<file path="src/rtl/joy_pkg.sv">
// Shared definitions for the joystick serial-port responder: button bit
// positions, FSM state encoding and the on-the-wire word format.
package joy_pkg;

  localparam int JOY_WIDTH = 16;

  localparam int JOY_UP    = 7;
  localparam int JOY_DOWN  = 6;
  localparam int JOY_LEFT  = 5;
  localparam int JOY_RIGHT = 4;
  localparam int JOY_FIRE1 = 3;
  localparam int JOY_FIRE2 = 2;
  localparam int JOY_FIRE3 = 1;
  localparam int JOY_START = 0;

  typedef enum logic [1:0] {
    ST_IDLE     = 2'd0,
    ST_LOADING  = 2'd1,
    ST_SHIFTING = 2'd2
  } joy_state_e;

  // Buttons are 1 = pressed; the 74HC165 chain presents them active-low,
  // joy1 up in the MSB so it is the first bit the host sees.
  function automatic logic [15:0] joy_wire_word(input logic [7:0] j1,
                                                input logic [7:0] j2);
    return ~{j1, j2};
  endfunction

endpackage

</file>
<file path="src/rtl/joy_shifter_responder_sync_edge.sv">
// Multi-stage synchroniser for an asynchronous pin, with a history flop that
// turns the synchronised level into single-cycle rise/fall pulses.
module sync_edge #(
  parameter int   STAGES    = 2,
  parameter logic RESET_VAL = 1'b1
) (
  input  logic clk,
  input  logic rst_n,
  input  logic async_in,
  output logic level,
  output logic rise,
  output logic fall
);

  logic [STAGES-1:0] sync_q;
  logic              hist_q;

  always_ff @(posedge clk or negedge rst_n) begin
    if (!rst_n) begin
      sync_q <= {STAGES{RESET_VAL}};
      hist_q <= RESET_VAL;
    end else begin
      sync_q <= {sync_q[STAGES-2:0], async_in};
      hist_q <= sync_q[STAGES-1];
    end
  end

  assign level = sync_q[STAGES-1];
  assign rise  = level & ~hist_q;
  assign fall  = ~level & hist_q;

endmodule

</file>
<file path="src/rtl/joy_shifter_responder.sv">
// Device side of the joystick LOAD/CLK/DATA port: emulates two cascaded
// 74HC165s, clocked from a system clk at least 4x the host shift rate.
module joy_shifter_responder
  import joy_pkg::*;
#(
  parameter int WIDTH       = JOY_WIDTH,
  parameter int SYNC_STAGES = 2,
  parameter int TIMEOUT     = 4096
) (
  input  logic       clk,
  input  logic       rst_n,
  input  logic       joy_clk,
  input  logic       joy_load_n,
  output logic       joy_data,
  input  logic [7:0] joy1_btn,
  input  logic [7:0] joy2_btn,
  input  logic       serial_in,
  output logic       frame_done,
  output logic       frame_abort,
  output logic [4:0] bit_count
);

  localparam int TMO_W = $clog2(TIMEOUT);

  function automatic logic [4:0] sat_inc(input logic [4:0] v);
    if (v >= 5'(WIDTH)) return 5'(WIDTH);
    return v + 5'd1;
  endfunction

  logic clk_level, clk_rise, clk_fall;
  logic load_s, load_rise, load_fall;
  logic unused_sync;

  joy_state_e        state, state_nxt;
  logic [WIDTH-1:0]  shreg;
  logic [TMO_W-1:0]  tmo_cnt;
  logic [15:0]       wire_word;
  logic              tmo_hit, frame_full, do_load, do_shift;

  sync_edge #(.STAGES(SYNC_STAGES), .RESET_VAL(1'b1)) u_sync_clk (
    .clk      (clk),
    .rst_n    (rst_n),
    .async_in (joy_clk),
    .level    (clk_level),
    .rise     (clk_rise),
    .fall     (clk_fall)
  );

  sync_edge #(.STAGES(SYNC_STAGES), .RESET_VAL(1'b1)) u_sync_load (
    .clk      (clk),
    .rst_n    (rst_n),
    .async_in (joy_load_n),
    .level    (load_s),
    .rise     (load_rise),
    .fall     (load_fall)
  );

  assign unused_sync = ^{clk_level, clk_fall, load_rise, load_fall};

  assign wire_word  = joy_wire_word(joy1_btn, joy2_btn);
  // The host reads bit 0 without a trailing clock, so WIDTH-1 shifts is a full frame.
  assign frame_full = (bit_count >= 5'(WIDTH - 1));
  // A host edge arriving in the timeout cycle keeps the frame alive.
  assign tmo_hit    = (tmo_cnt == TMO_W'(TIMEOUT - 1)) && !clk_rise;

  always_ff @(posedge clk or negedge rst_n) begin
    if (!rst_n) state <= ST_IDLE;
    else        state <= state_nxt;
  end

  always_comb begin
    state_nxt = state;
    case (state)
      ST_IDLE:     if (!load_s) state_nxt = ST_LOADING;
      ST_LOADING:  if (load_s)  state_nxt = ST_SHIFTING;
      ST_SHIFTING: begin
        if (!load_s)      state_nxt = ST_LOADING;
        else if (tmo_hit) state_nxt = ST_IDLE;
      end
      default:            state_nxt = ST_IDLE;
    endcase
  end

  // Load has priority over a coincident shift edge.
  always_comb begin
    do_load     = 1'b0;
    do_shift    = 1'b0;
    frame_done  = 1'b0;
    frame_abort = 1'b0;
    case (state)
      ST_LOADING: do_load = 1'b1;
      ST_SHIFTING: begin
        if (!load_s) begin
          frame_done  = frame_full;
          frame_abort = !frame_full;
        end else begin
          do_shift    = clk_rise;
          frame_abort = tmo_hit;
        end
      end
      default: ;
    endcase
  end

  always_ff @(posedge clk or negedge rst_n) begin
    if (!rst_n) begin
      shreg     <= '1;
      bit_count <= '0;
      tmo_cnt   <= '0;
    end else begin
      if (do_load) begin
        shreg     <= wire_word[15 -: WIDTH];
        bit_count <= '0;
      end else if (do_shift) begin
        shreg     <= {shreg[WIDTH-2:0], serial_in};
        bit_count <= sat_inc(bit_count);
      end
      if (state_nxt != ST_SHIFTING || do_shift) tmo_cnt <= '0;
      else                                      tmo_cnt <= tmo_cnt + TMO_W'(1);
    end
  end

  assign joy_data = shreg[WIDTH-1];

endmodule

</file>
<file path="config.mk">
export PLATFORM = sky130hd
export DESIGN_NAME = joy_shifter_responder
export DESIGN_NICKNAME = d
export VERILOG_FILES = /design/src/rtl/joy_pkg.sv /design/src/rtl/joy_shifter_responder_sync_edge.sv /design/src/rtl/joy_shifter_responder.sv
export SDC_FILE = /design/constraint.sdc
export NUM_CORES = 1
export LEC_CHECK = 0
export CAP_MARGIN = 10
export CORE_UTILIZATION = 35
export DETAILED_ROUTE_END_ITERATION = 16
export GPL_TIMING_DRIVEN = 0
export HOLD_SLACK_MARGIN = 0.1
export PLACE_DENSITY_LB_ADDON = 0.2
export SYNTH_ARGS = -nofsm -noshare
export SYNTH_HDL_FRONTEND = slang
export SYNTH_SLANG_ARGS = --single-unit
</file>
<file path="constraint.sdc">
create_clock -name clk -period 2.5 [get_ports clk]
set_clock_uncertainty 0.15 [all_clocks]
set_input_delay 0.75 -clock clk [delete_from_list [all_inputs] [get_ports clk]]
set_output_delay 0.75 -clock clk [all_outputs]
set_load 0.01 [all_outputs]
</file>
==> flow_summary.json <==
{
  "num_io_pins": 29,
  "leakagePower_nw": 1.115,
  "peakVddDrop_v": 0.0003289,
  "seq_area_frac_synth_pct": 50.40,
  "synth_top_area_cell": "dfstp_2",
  "dp_hpwl_um": 2788,
  "drv_slew": 0,
  "arrival_ns": 1.77,
  "root_buffer": "clkbuf_8",
  "critical-path-max-stage-delay_ns": 0.43,
  "cp_common_cell": "ha_4",
  "violations": "negative setup slack",
  "wl_um": 3966,
  "post-route-period-util_pct": 106.6,
  "setup_viol": 2,
  "cp_cell_sequence": "ha_4 > and3_4 > ha_4 > a2111oi_4 > a31oi_1 > nor2_1 > buf_2",
  "worstSetupEndpoint": "frame_abort",
  "synthesis.nets": 187,
  "use_met3_pct": 3.488,
  "dr.pass1.iters": 4,
  "grt_pass1_wl_um": 7155,
  "hold_viol_final": 0,
  "cts_sinks": 40,
  "status": "complete, but fails checks",
  "tightest_slew_ns": 0.8768,
  "grt_overflow": 0,
  "required_ns": 1.60,
  "die_height_um": 78.31,
  "cts_tree": "built",
  "vias_per_cell": 5.026,
  "areaGrowthSynthToFinish_pct": 26.83,
  "gp_congestion": 0.7242,
  "relSlewSlack_pct": 41.55,
  "fill_cells": 513,
  "async_flop_share_pct": 100.0,
  "htree_levels": 2,
  "period_needed_ns": 2.666,
  "num_rows": 27,
  "post_drt_wl_per_cell_um": 14.63,
  "r2r-end": "state[1]",
  "n_antenna_cell": 0,
  "use_met2_pct": 25.61,
  "drtIter0Drc": 45,
  "grt_pass1_vias": 1518,
  "hold_path.class": "flip-flop to flip-flop",
  "cp-startpoint": "bit_count[0]",
  "met1_usage_pct": 18.53,
  "dieArea_um2": 6132,
  "final_antenna_net_count": 0,
  "synth.area.top_cells": "dfstp_2 27%, dfrtp_1 23%, mux2i_1 16%",
  "r2r_cells": 6,
  "p_per_area_nw_per_um2": 575.3,
  "setup_ws_ns": -0.1659,
  "synth_edf_count": 0,
  "synthCells": 162,
  "clock_path_buffers": 2,
  "core_region_area_um2": 5574,
  "post-route-drc-count": 0,
  "fmax_mhz": 375.1,
  "ys.flop_type": "dfstp_2",
  "startpoint_type": "flip-flop",
  "clk_latency_ns": 0.29,
  "crit_fanout": 3,
  "critical_path.slowest_cell": "dfrtp_2",
  "cap_violations": 0,
  "crit_type": "flip-flop to output port",
  "grt_busiest_layer": "met2",
  "vias": 1362,
  "power.total_mw": 1.487,
  "yosysWarnings": 0,
  "final_nets": 223,
  "track_usage_pct": 15.08,
  "final_common_cell": "mux2i_1",
  "ys_seq_elements": 40,
  "netlist_area_um2": 2038,
  "start_util_pct": 36.57,
  "layout_common_cells": "32 x mux2i_1, 25 x clkdlybuf4s50_1, 21 x dfstp_2",
  "clk_pin_slew_worst_paths_ns": 0.07,
  "drive_above_1_share_pct": 33.67,
  "synth_area_per_cell_um2": 12.58,
  "numCtsBuffers": 5,
  "grt_setup_unrepaired": "yes",
  "r2r-start": "tmo_cnt[0]",
  "grt_max_degree": 41,
  "antenna_found_initial": 0,
  "synth.top_cell.area_share_pct": 27.07,
  "end_kind": "output port",
  "io_buffer_count": 28,
  "ys_types": 38,
  "timing.setup.tns_ns": -0.1661,
  "chipWidth_um": 78.31,
  "ff2ff_setup_slack_ns": 0.74
}
[synthesized netlist by cell type (2+ instances only)]
cell	instances
dfrtp_1	19
xor2_1	2
nand2b_1	2
nor4b_1	4
nor3_2	2
a21oi_1	4
nand3_1	7
dfstp_2	21
ha_1	4
buf_2	5
xnor2_1	8
a311o_1	2
and3_1	2
nor3_1	2
buf_6	3
mux2i_1	32
a211oi_2	7
a211oi_1	3
nor2_1	7
nand2_1	4
inv_1	5
[how the worst min path moves through the flow]
stage	slack [ns]	end	cells after the start	from
floorplan	0.20	u_sync_clk.sync_q[1]	0	u_sync_clk.sync_q[0]
global placement	0.20	u_sync_clk.sync_q[1]	0	u_sync_clk.sync_q[0]
detailed placement	0.20	u_sync_clk.sync_q[1]	0	u_sync_clk.sync_q[0]
CTS	0.21	u_sync_clk.sync_q[1]	0	u_sync_clk.sync_q[0]
global route	0.22	u_sync_clk.sync_q[1]	0	u_sync_clk.sync_q[0]
finish	0.21	u_sync_clk.sync_q[1]	0	u_sync_clk.sync_q[0]
[cell type report]
cell class,instances,area (um^2),share of cell area (%)
buffer,8,58.81,2.275
clock buffer,5,68.82,2.662
clock inverter,3,42.54,1.646
inverter,5,18.77,0.7260
multi-input combinational,108,996.0,38.53
sequential,40,1030,39.84
tap,72,90.09,3.485
timing repair buffer,30,280.3,10.84
[registers in the layout (all words and copies together), names as in the netlist]
| name | flops |
|---|---|
| u_sync_load.sync_q | 2 |
| u_sync_clk.sync_q | 2 |
| u_sync_clk.hist_q | 1 |
| state | 2 |
| bit_count | 5 |
| tmo_cnt | 12 |
| shreg | 16 |
[logic make-up after synthesis]
group	after synthesis	synth area share, %
XOR/XNOR	10	4.297
AND/OR/NAND/NOR	39	13.26
AO/OA/AOI/OAI	23	9.884
buffers and inverters	14	3.990
flip-flops	40	50.40
adder cells (fa/ha/maj)	4	2.456
multiplexers	32	15.72
[stage by stage]
| step | hold slack (ns) | utilization [%] | cell area [um^2] | worst slack (ns) | cells |
|---|---|---|---|---|---|
| after global placement | 0.1959 | 43.21 | 2409 | -0.5616 | 262 |
| after floorplan | 0.1952 | - | 2038 | 0.08293 | 162 |
| after CTS | 0.2086 | 46.15 | 2572 | -0.2701 | 271 |
| after detailed placement | 0.1968 | 43.12 | 2404 | -0.5737 | 262 |
| final | 0.2076 | 46.37 | 2585 | -0.1659 | 271 |
| after global routing | 0.2188 | 46.37 | 2585 | -0.2960 | 271 |
[routing by layer]
layer	up-vias	share of wire, %
li1	654	-
met3	5	3.3
met4	0	1.4
met1	676	46
met5	-	0
met2	27	49
[where the power goes]
part | switching [mW] | internal (mW)
combinational | 0.0913 | 0.0997
sequential | 0.0338 | 0.744
clock | 0.224 | 0.295
total | 0.349 | 1.14
[repair_timing]
item	CTS	global route
setup endpoints to repair	2	2
hold buffers	0	0
pin swaps	4	3
buffers inserted	2	0
gates resized for setup	20	3
cloned	0	0
[worst max-delay path, delay by kind of cell (launching register included)]
kind                     cells  cell delay [ns]
AO/OA/AOI/OAI                2             0.25
AND/OR/NAND/NOR              2             0.32
buffers and inverters        1             0.15
adder cells (fa/ha/maj)      2             0.33
flip-flops                   1             0.43
No activity file was read; power rests on OpenSTA's default activity.
